## src/rtl/wb_cmd_master_pkg.sv

```systemverilog
// Shared Wishbone definitions for the command master: bus widths, FSM
// state encodings and the user-project slave decode bases.
package wb_cmd_master_pkg;

    localparam int WB_ADDR_W = 32;
    localparam int WB_DATA_W = 32;

    typedef enum logic [1:0] {
        ST_IDLE = 2'd0,
        ST_BUS  = 2'd1,
        ST_RESP = 2'd2
    } wb_state_e;

    // Slave decode: user memory lives at 0x38xx_xxxx (adr[31:24]).
    localparam logic [7:0]  USER_MEM_BASE = 8'h38;
    localparam logic [31:0] UART_BASE     = 32'h3000_0000;

    function automatic logic is_user_mem(input logic [31:0] adr);
        return adr[31:24] == USER_MEM_BASE;
    endfunction

endpackage

```

## src/rtl/wb_cmd_master_tmo_counter.sv

```systemverilog
// Ack-timeout counter: cleared when a cycle starts, counts bus cycles while
// enabled, saturates, and flags the last permitted cycle. TIMEOUT=0 never expires.
module wb_cmd_master_tmo_counter #(
    parameter int TIMEOUT = 255
) (
    input  logic i_clk,
    input  logic i_rst,
    input  logic i_clear,
    input  logic i_enable,
    output logic o_expired
);

    localparam int CW = (TIMEOUT > 0) ? $clog2(TIMEOUT + 1) : 1;
    localparam logic [CW-1:0] LAST = (TIMEOUT > 0) ? CW'(TIMEOUT - 1) : '0;
    localparam logic [CW-1:0] MAX  = '1;

    logic [CW-1:0] r_cnt;

    always_ff @(posedge i_clk) begin
        if (i_rst || i_clear) begin
            r_cnt <= '0;
        end else if (i_enable && (r_cnt != MAX)) begin
            r_cnt <= r_cnt + CW'(1);
        end
    end

    // Expires on the edge that ends the TIMEOUT-th cycle with cyc high.
    assign o_expired = (TIMEOUT != 0) && i_enable && (r_cnt == LAST);

endmodule

```

## src/rtl/wb_cmd_master.sv

```systemverilog
// Wishbone classic initiator: one command in, one single WB cycle out, one
// response back. A missing ack turns into an error response after TIMEOUT cycles.
module wb_cmd_master
    import wb_cmd_master_pkg::*;
#(
    parameter int ADDR_W  = WB_ADDR_W,
    parameter int DATA_W  = WB_DATA_W,
    parameter int TIMEOUT = 255
) (
    input  logic                  wb_clk_i,
    input  logic                  wb_rst_i,
    input  logic                  cmd_valid,
    output logic                  cmd_ready,
    input  logic                  cmd_we,
    input  logic [ADDR_W-1:0]     cmd_adr,
    input  logic [DATA_W-1:0]     cmd_dat,
    input  logic [DATA_W/8-1:0]   cmd_sel,
    output logic                  rsp_valid,
    input  logic                  rsp_ready,
    output logic [DATA_W-1:0]     rsp_dat,
    output logic                  rsp_err,
    output logic                  wbm_cyc_o,
    output logic                  wbm_stb_o,
    output logic                  wbm_we_o,
    output logic [DATA_W/8-1:0]   wbm_sel_o,
    output logic [ADDR_W-1:0]     wbm_adr_o,
    output logic [DATA_W-1:0]     wbm_dat_o,
    input  logic                  wbm_ack_i,
    input  logic [DATA_W-1:0]     wbm_dat_i,
    output logic [1:0]            o_dbg_state
);

    // Handshakes: a transfer happens on an edge where valid && ready are both
    // high; valid never depends on ready and payload is stable while valid is high.

    wb_state_e             r_state;
    logic                  r_cmd_ready;
    logic                  r_rsp_valid;
    logic [DATA_W-1:0]     r_rsp_dat;
    logic                  r_rsp_err;
    logic                  r_cyc;
    logic                  r_we;
    logic [DATA_W/8-1:0]   r_sel;
    logic [ADDR_W-1:0]     r_adr;
    logic [DATA_W-1:0]     r_dat;

    logic w_accept;
    logic w_in_bus;
    logic w_expired;

    assign w_accept = (r_state == ST_IDLE) && r_cmd_ready && cmd_valid;
    assign w_in_bus = (r_state == ST_BUS);

    wb_cmd_master_tmo_counter #(
        .TIMEOUT (TIMEOUT)
    ) u_tmo (
        .i_clk     (wb_clk_i),
        .i_rst     (wb_rst_i),
        .i_clear   (w_accept),
        .i_enable  (w_in_bus),
        .o_expired (w_expired)
    );

    always_ff @(posedge wb_clk_i) begin
        if (wb_rst_i) begin
            r_state     <= ST_IDLE;
            r_cmd_ready <= 1'b0;
            r_rsp_valid <= 1'b0;
            r_rsp_dat   <= '0;
            r_rsp_err   <= 1'b0;
            r_cyc       <= 1'b0;
            r_we        <= 1'b0;
            r_sel       <= '0;
            r_adr       <= '0;
            r_dat       <= '0;
        end else begin
            case (r_state)
                ST_IDLE: begin
                    if (w_accept) begin
                        r_we        <= cmd_we;
                        r_adr       <= cmd_adr;
                        r_dat       <= cmd_dat;
                        r_sel       <= cmd_sel;
                        r_cyc       <= 1'b1;
                        r_cmd_ready <= 1'b0;
                        r_state     <= ST_BUS;
                    end else begin
                        r_cmd_ready <= 1'b1;
                    end
                end
                ST_BUS: begin
                    // Ack takes priority over a timeout landing on the same edge.
                    if (wbm_ack_i) begin
                        r_cyc       <= 1'b0;
                        r_rsp_valid <= 1'b1;
                        r_rsp_dat   <= r_we ? '0 : wbm_dat_i;
                        r_rsp_err   <= 1'b0;
                        r_state     <= ST_RESP;
                    end else if (w_expired) begin
                        r_cyc       <= 1'b0;
                        r_rsp_valid <= 1'b1;
                        r_rsp_dat   <= '0;
                        r_rsp_err   <= 1'b1;
                        r_state     <= ST_RESP;
                    end
                end
                ST_RESP: begin
                    if (rsp_ready) begin
                        r_rsp_valid <= 1'b0;
                        r_cmd_ready <= 1'b1;
                        r_state     <= ST_IDLE;
                    end
                end
                default: begin
                    r_state <= ST_IDLE;
                end
            endcase
        end
    end

    assign cmd_ready   = r_cmd_ready;
    assign rsp_valid   = r_rsp_valid;
    assign rsp_dat     = r_rsp_dat;
    assign rsp_err     = r_rsp_err;
    assign wbm_cyc_o   = r_cyc;
    assign wbm_stb_o   = r_cyc;
    assign wbm_we_o    = r_we;
    assign wbm_sel_o   = r_sel;
    assign wbm_adr_o   = r_adr;
    assign wbm_dat_o   = r_dat;
    assign o_dbg_state = r_state;

endmodule

```

## config.mk

```make
export PLATFORM = sky130hd
export DESIGN_NAME = wb_cmd_master
export DESIGN_NICKNAME = d
export VERILOG_FILES = /design/src/rtl/wb_cmd_master_pkg.sv /design/src/rtl/wb_cmd_master_tmo_counter.sv /design/src/rtl/wb_cmd_master.sv
export SDC_FILE = /design/constraint.sdc
export NUM_CORES = 1
export LEC_CHECK = 0
export ABC_AREA = 1
export BUFFER_PORTS_ARGS = -buffer_cell sky130_fd_sc_hd__buf_4
export CELL_PAD_IN_SITES_DETAIL_PLACEMENT = 1
export CELL_PAD_IN_SITES_GLOBAL_PLACEMENT = 1
export CORE_MARGIN = 2
export CORE_UTILIZATION = 35
export DETAILED_ROUTE_END_ITERATION = 12
export PLACE_DENSITY = 0.95
export SETUP_SLACK_MARGIN = 0.4
export SYNTH_ARGS = -nofsm -noshare
export SYNTH_HDL_FRONTEND = slang
export SYNTH_HIERARCHICAL = 1
export SYNTH_SLANG_ARGS = --single-unit
```

## constraint.sdc

```tcl
create_clock -name wb_clk_i -period 3.04 [get_ports wb_clk_i]
set_input_delay 0.608 -clock wb_clk_i [delete_from_list [all_inputs] [get_ports wb_clk_i]]
set_output_delay 0.608 -clock wb_clk_i [all_outputs]
set_load 0.02 [all_outputs]
```

== Word-level counts from Yosys, hierarchy flattened ==
Cells that the tools add are included.

* $add $sub $neg: 1
* Multipliers: 0
* Div/mod/pow operators: 0
* Order comparisons: 0
* Eq/ne operators: 7
* Shift operators: 0
* Multiplexer cells: 20
* Bitwise gates (word level): 0
* Reduce and logical (&&, ||, !) cells: 16

{| class="wikitable"
|+ Operators with widths
! cell !! count
|-
| 2-to-1 mux 32 bit || 3
|-
| 2-to-1 mux 1 bit || 9
|-
| AND reduction 3 bit || 3
|-
| adder 8 x 1 -> 8 bit, second input constant || 1
|-
| == test 8 bit, second input constant || 1
|-
| 2-to-1 mux 2 bit || 4
|-
| inequality test 8 bit, second input constant || 1
|-
| nonzero test 2 bit || 4
|-
| case mux 1 bit (2 select lines) || 3
|-
| case mux 2 bit (3 select lines) || 1
|-
| AND reduction 2 bit || 3
|-
| logical AND 1 bit || 4
|-
| inequality test 3 bit, second input constant || 1
|-
| == test 2 x 1 -> 1 bit, second input constant || 1
|-
| == test 2 bit, second input constant || 1
|-
| logical NOT 2 bit || 1
|-
| inequality test 2 x 1 -> 1 bit, second input constant || 1
|-
| inequality test 2 bit, second input constant || 1
|-
| logical OR 1 bit || 1
|}

* Bits in registers: 115
* Bits in latches: 0
* Memory bits (writable): 0
* Bits in read-only memories: 0
* Input bits: 106
* Logic and storage cells: 55
* Memories: 0

== Logic depth before layout (Yosys ltp) ==
* Depth after elaboration: 5
* Gate-level depth with buffers: 9
* Gate-level depth less buffers: 9

== Hierarchy ==
The synthesis kept the hierarchy.

{| class="wikitable"
|+ Modules (own cells, without submodules)
! module !! instances !! cells each !! area each (µm²) !! seq. area each (µm²)
|-
| wb_cmd_master || 1 || 496 || 4021.4 || 2142.1
|-
| wb_cmd_master_tmo_counter || 1 || 65 || 456.7 || 160.2
|}

== Worst setup path after synthesis ==
Ideal clock, no wire load.

* Kind: register to register
* From: reg r_state[0], in the netlist o_dbg_state[0]
* To: reg r_rsp_dat[13], in the netlist rsp_dat[13]
* Data arrival time: 1849 ps
* Required time: 2908 ps
* Path slack: 1058 ps
* Stages on the path, launching flop included: 9
* Buffers on the path: 2
* Clock period less this slack: 1982 ps
* Cell sequence: dfxtp_1 ha_1 nand2_1 nor4_1 o21ai_4 buf_6 buf_8 nand2_2 a21oi_2

* Longest elaborated chain between the ends: 4

{| class="wikitable"
|+ Ends and longest elaborated chain
! what !! line !! text
|-
| from (decl) || wb_cmd_master.sv:36 || <nowiki>wb_state_e r_state;</nowiki>
|-
| from (signal assigned) || wb_cmd_master.sv:66 || <nowiki>r_state <= ST_IDLE;</nowiki>
|-
| from (signal assigned) || wb_cmd_master.sv:86 || <nowiki>r_state <= ST_BUS;</nowiki>
|-
| from (signal assigned) || wb_cmd_master.sv:98 || <nowiki>r_state <= ST_RESP;</nowiki>
|-
| == test 2 x 1 -> 1 bit || wb_cmd_master.sv:52 || <nowiki>assign w_in_bus = (r_state == ST_BUS);</nowiki>
|-
| net w_in_bus || wb_cmd_master.sv:48 || <nowiki>logic w_in_bus;</nowiki>
|-
| logical AND 1 bit || wb_cmd_master_tmo_counter.sv:28 || <nowiki>assign o_expired = (TIMEOUT != 0) && i_enable && (r_cnt == LAST);</nowiki>
|-
| net w_expired || wb_cmd_master.sv:49 || <nowiki>logic w_expired;</nowiki>
|-
| nonzero test 2 bit (no line) || n/a ||
|-
| AND reduction 2 bit (no line) || n/a ||
|-
| to (signal assigned) || wb_cmd_master.sv:96 || <nowiki>r_rsp_dat <= r_we ? '0 : wbm_dat_i;</nowiki>
|-
| to (decl) || wb_cmd_master.sv:39 || <nowiki>logic [DATA_W-1:0] r_rsp_dat;</nowiki>
|}

The timed path passes the listed nets, and every way through them passes these cells.
A chain may end at the register's enable or synchronous reset.

== Worst setup path after layout ==
* From: reg r_state[1], in the netlist o_dbg_state[1]
* To: reg r_dat[7], in the netlist wbm_dat_o[7]

* Longest elaborated chain between the ends: 4

{| class="wikitable"
|+ Ends and longest elaborated chain
! what !! line !! text
|-
| logical NOT 2 bit * || wb_cmd_master.sv:51, wb_cmd_master.sv:77 ||
|-
| logical AND 1 bit (2 in series) || wb_cmd_master.sv:51 || <nowiki>assign w_accept = (r_state == ST_IDLE) && r_cmd_ready && cmd_valid;</nowiki>
|-
| AND reduction 2 bit (no line) * || n/a ||
|-
| to (signal assigned) || wb_cmd_master.sv:82 || <nowiki>r_dat <= cmd_dat;</nowiki>
|-
| to (decl) || wb_cmd_master.sv:45 || <nowiki>logic [DATA_W-1:0] r_dat;</nowiki>
|}

Every way passes the cells marked *; elsewhere a longest branch is shown, timed or not.

==> impl_results.md <==
- Cell type of the slowest stage on the worst timing path: buf_4
- GRT Overall Usage: 0.2357
- Std cell rows: 41
- Placed Instances: 912
- Launching element type of the critical path: flip-flop
- Count of max-cap constraint violations: 0
- Asr flop ratio synth: 0
- Sequential cell area: 0.002302 mm²
- Post-route DRC: 0
- Number of enable flip-flop cells after synthesis: 0
- Post-cts sizing count: 0
- Buffer levels on the longest clock path: 2
- RSZ-0062 raised after global routing: no
- Post-detailed-route count of antenna-violating nets: 0
- Clock tree from TritonCTS: built
- Post-CTS setup repair buffer count: 0
- Total inserted antenna cells: 0
- Reg-to-reg critical path endpoint: wbm_dat_o[7]
- Worst reg2reg startpoint: o_dbg_state[1]
- Count of warnings emitted by yosys: 6
- Min setup slack post-route: 1.044 ns
- Post-Syn Area: 0.004478 mm²
- Hold Crit Class: in2reg
- Sinks on Clock Net: 115
- Min Tclk post-route: 1.996 ns
- Max stage delay on crit path: 0.54 ns
- Kind of end point of the critical path: flip-flop
- Total die area: approximately 0.014 mm²
- Worst clock skew: around 0.0099 ns
- Maximum fanout along the worst path: between 60 and 70
- Power density normalized to cell area: between 700 and 800 mW/mm²
- Count of filler cells inserted in the layout: about 1,500
- Static Leakage: 0.002801 µW
- Post-route worst hold slack: 0.4594 ns
- Routed Wire Length: roughly 16,000 µm
- Number of cells on the worst reg-to-reg path: 7
- Maximum number of pins on one net before global-route repair: 71
- Final total negative setup slack: 0 ns
- Clock latency at the later pin of the worst-skew pair: 0.41 ns
- VDD IR-drop max: 0.0004706 V
- Final core occ: 0.5289
- Via count of the first global-routing pass: 4,966
- Effective utilization at floorplan: 0.3563
- H-tree Lvls: 4
- Post-synthesis cell type count: 30
- Number of antenna violations at the first check in global routing: 0
- Proportion of synthesized chip area in sequential cells: 0.5141
- Worst-path cell chain: inv_1 > ha_1 > nand3_2 > inv_2 > buf_4 > nand2_1 > a21oi_1
- Number of endpoints failing setup at the final stage: 0
- Die Wd: 117.1 µm
- Min-Delay Path Depth: 3
- Hold-critical path endpoint: wbm_dat_o[0]
- Actual slew at the worst max-slew pin: 1.021 ns
- Cell chosen for the clock root: clkbuf_16
- Initial DRT Pass Iterations: 4
- Run status: complete, no violations
- Number of clock buffers inserted by TritonCTS: 17
- Critical path class: reg2reg
- Remaining Overflow, GRT: 0
- Final slew viol count: 0
- Area of the multi-input gates: 0.001897 mm²
- Syn Inst Count: between 500 and 600
- Count of input and output buffers: 213
- Number of hold violations in the final report: 0
- Hpwl dp: 11,320 µm
- Routed vias/inst: 4.945
- Period Utilization, post-route: 0.6565
- Final net count: 871
- Most frequently used flop master after synthesis: dfxtp_1
- DIE HEIGHT: between 100 and 150 µm
- Number of cells in the finished layout apart from fillers: 943
- Worst-case setup slack after placement: 1.084 ns
- Normalized max-slew margin: 0.3184
- Critical hold path startpoint: cmd_dat[0]
- Area Growth Syn to Fin: 48.45%
- Placeable core area: 0.01257 mm²
- Per-cell routed wire length: 17.06 µm
- Required time reported for the critical path endpoint: 3.37 ns
- Fmax achieved: 0.5011 GHz
- I/O pin cnt: 214
- CTS clk-pin slew, worst paths: 0.05 ns
- Flop-to-flop setup slack: roughly 1.0 ns
- Via count: 4,663
- Seq cells post-synth: about 120
- Hold buffer count at CTS: 0
- Global-route wire length before repair: 24,720 µm
- First DRT Iteration DRCs: 293
- Fraction of final layout cells with drive strength greater than 1: 0.3671
- Mean post-synth cell area: between 7 and 8 µm²
- Arrival time of data at the critical path endpoint: 2.32 ns
- Global placer's final weighted congestion: ~0.78
- Synthesized Nets: 673
-- cell usage in the layout, fill, tap and decap left out --
cell type   netlist  routed
clkbuf_8          0       4
nand2_2          14      14
clkinv_2          0       5
clkinv_4          0       1
nor2_2            1       1
buf_4            10     219
nor3_1            2       2
nor4_1            1       1
a21oi_2          12      12
inv_1            10      10
o21ai_1           1       1
clkinv_1          1       1
xnor2_1           1       1
clkinvlp_4        0       3
a21oi_1          94      94
nand4_1          29      29
and2_1            1       1
dfxtp_1         115     115
clkbuf_16         0      17
o21ai_2           1       1
nor2_1           19      19
nand3_1          10      10
o21ai_0           8       8
clkbuf_1         15       1
inv_2             2       2
o21a_1            1       1
ha_1              6       6
nand2_1         187     187
xor2_1            1       1
o21ai_4           1       1
nand3_2           3       3
-- worst max path at each step --
| stage | cells past startpoint | end | start |
|---|---|---|---|
| 6_report | 7 | wbm_dat_o[7] | o_dbg_state[1] |
| 5_1_grt | 7 | wbm_dat_o[22] | o_dbg_state[1] |
| 4_1_cts | 7 | wbm_dat_o[7] | o_dbg_state[1] |
| 3_5_place_dp | 7 | wbm_adr_o[14] | o_dbg_state[1] |
| 3_3_place_gp | 6 | wbm_adr_o[14] | cmd_valid |
| 2_1_floorplan | 8 | rsp_dat[13] | o_dbg_state[0] |
-- final cells by class --
class | instances | share of cell area
inverter | 13 | 0.007340
timing repair buffer | 219 | 0.2473
tap | 172 | 0.03237
clock inverter | 9 | 0.008470
clock buffer | 22 | 0.07284
multi-input combinational | 393 | 0.2853
sequential | 115 | 0.3463
-- kinds of logic after synthesis --
family,Yosys count,share of synthesized area
xor gates and xnor gates,2,0.003912
AOI/OAI and AO/OA,118,0.1459
buffers and inverters,53,0.06230
adders and majority gates,6,0.01676
DFF,115,0.5141
and+or+nand+nor,267,0.2571
-- cells in the mapped netlist (2+ instances only) --
cell | number | area, µm²
nand2_1 | 187 | 701.9
a21oi_1 | 94 | 470.5
o21ai_0 | 8 | 40.04
inv_2 | 2 | 7.510
buf_2 | 7 | 35.03
nand3_2 | 3 | 30.03
a21oi_2 | 12 | 105.1
buf_1 | 4 | 15.01
clkbuf_1 | 15 | 56.30
ha_1 | 6 | 75.07
buf_4 | 10 | 75.07
dfxtp_1 | 115 | 2302
nand4_1 | 29 | 181.4
buf_6 | 3 | 33.78
nor3_1 | 2 | 10.01
nand3_1 | 10 | 50.05
nand2_2 | 14 | 87.58
nor2_1 | 19 | 71.32
inv_1 | 10 | 37.54
-- state kept, by name, summed over array words and instances (netlist names), 2 cells and up --
| name | flops |
|---|---|
| rsp_dat | 32 |
| wbm_adr_o | 32 |
| wbm_dat_o | 32 |
| u_tmo/r_cnt | 8 |
| wbm_sel_o | 4 |
| o_dbg_state | 2 |
-- power breakdown --
part / switching, µW / leakage, µW / total (µW) / internal, µW
logic: 923 / 0.00160 / 1470 / 546
clock network: 682 / 0.000264 / 1800 / 1110
registers: 139 / 0.000933 / 1850 / 1710
total: 1740 / 0.00280 / 5120 / 3370
-- per-layer routing --
layer  share of wire  GRT usage  vias up
met3           0.093    0.09011       34
met5               0    0.01481        -
met2            0.51     0.4258      193
met1            0.38     0.2410     2193
met4           0.023     0.1043        0
li1                -          -     2243
-- critical path: cells and delay by family, from the launching register on --
kind / cells / cell delay, ns
and+or+nand+nor: 2 / 0.25
adders and majority gates: 1 / 0.27
AOI/OAI and AO/OA: 1 / 0.19
DFF: 1 / 0.33
buffers and inverters: 3 / 0.87
-- metrics by stage --
stage	instance area [µm²]	total power, µW
finish	6648	5119
global route	6648	5384
CTS	6648	5165
detailed placement	6107	3337
global placement	6107	3248
floorplan	4478	2748
(Power assumes the default switching activity.)
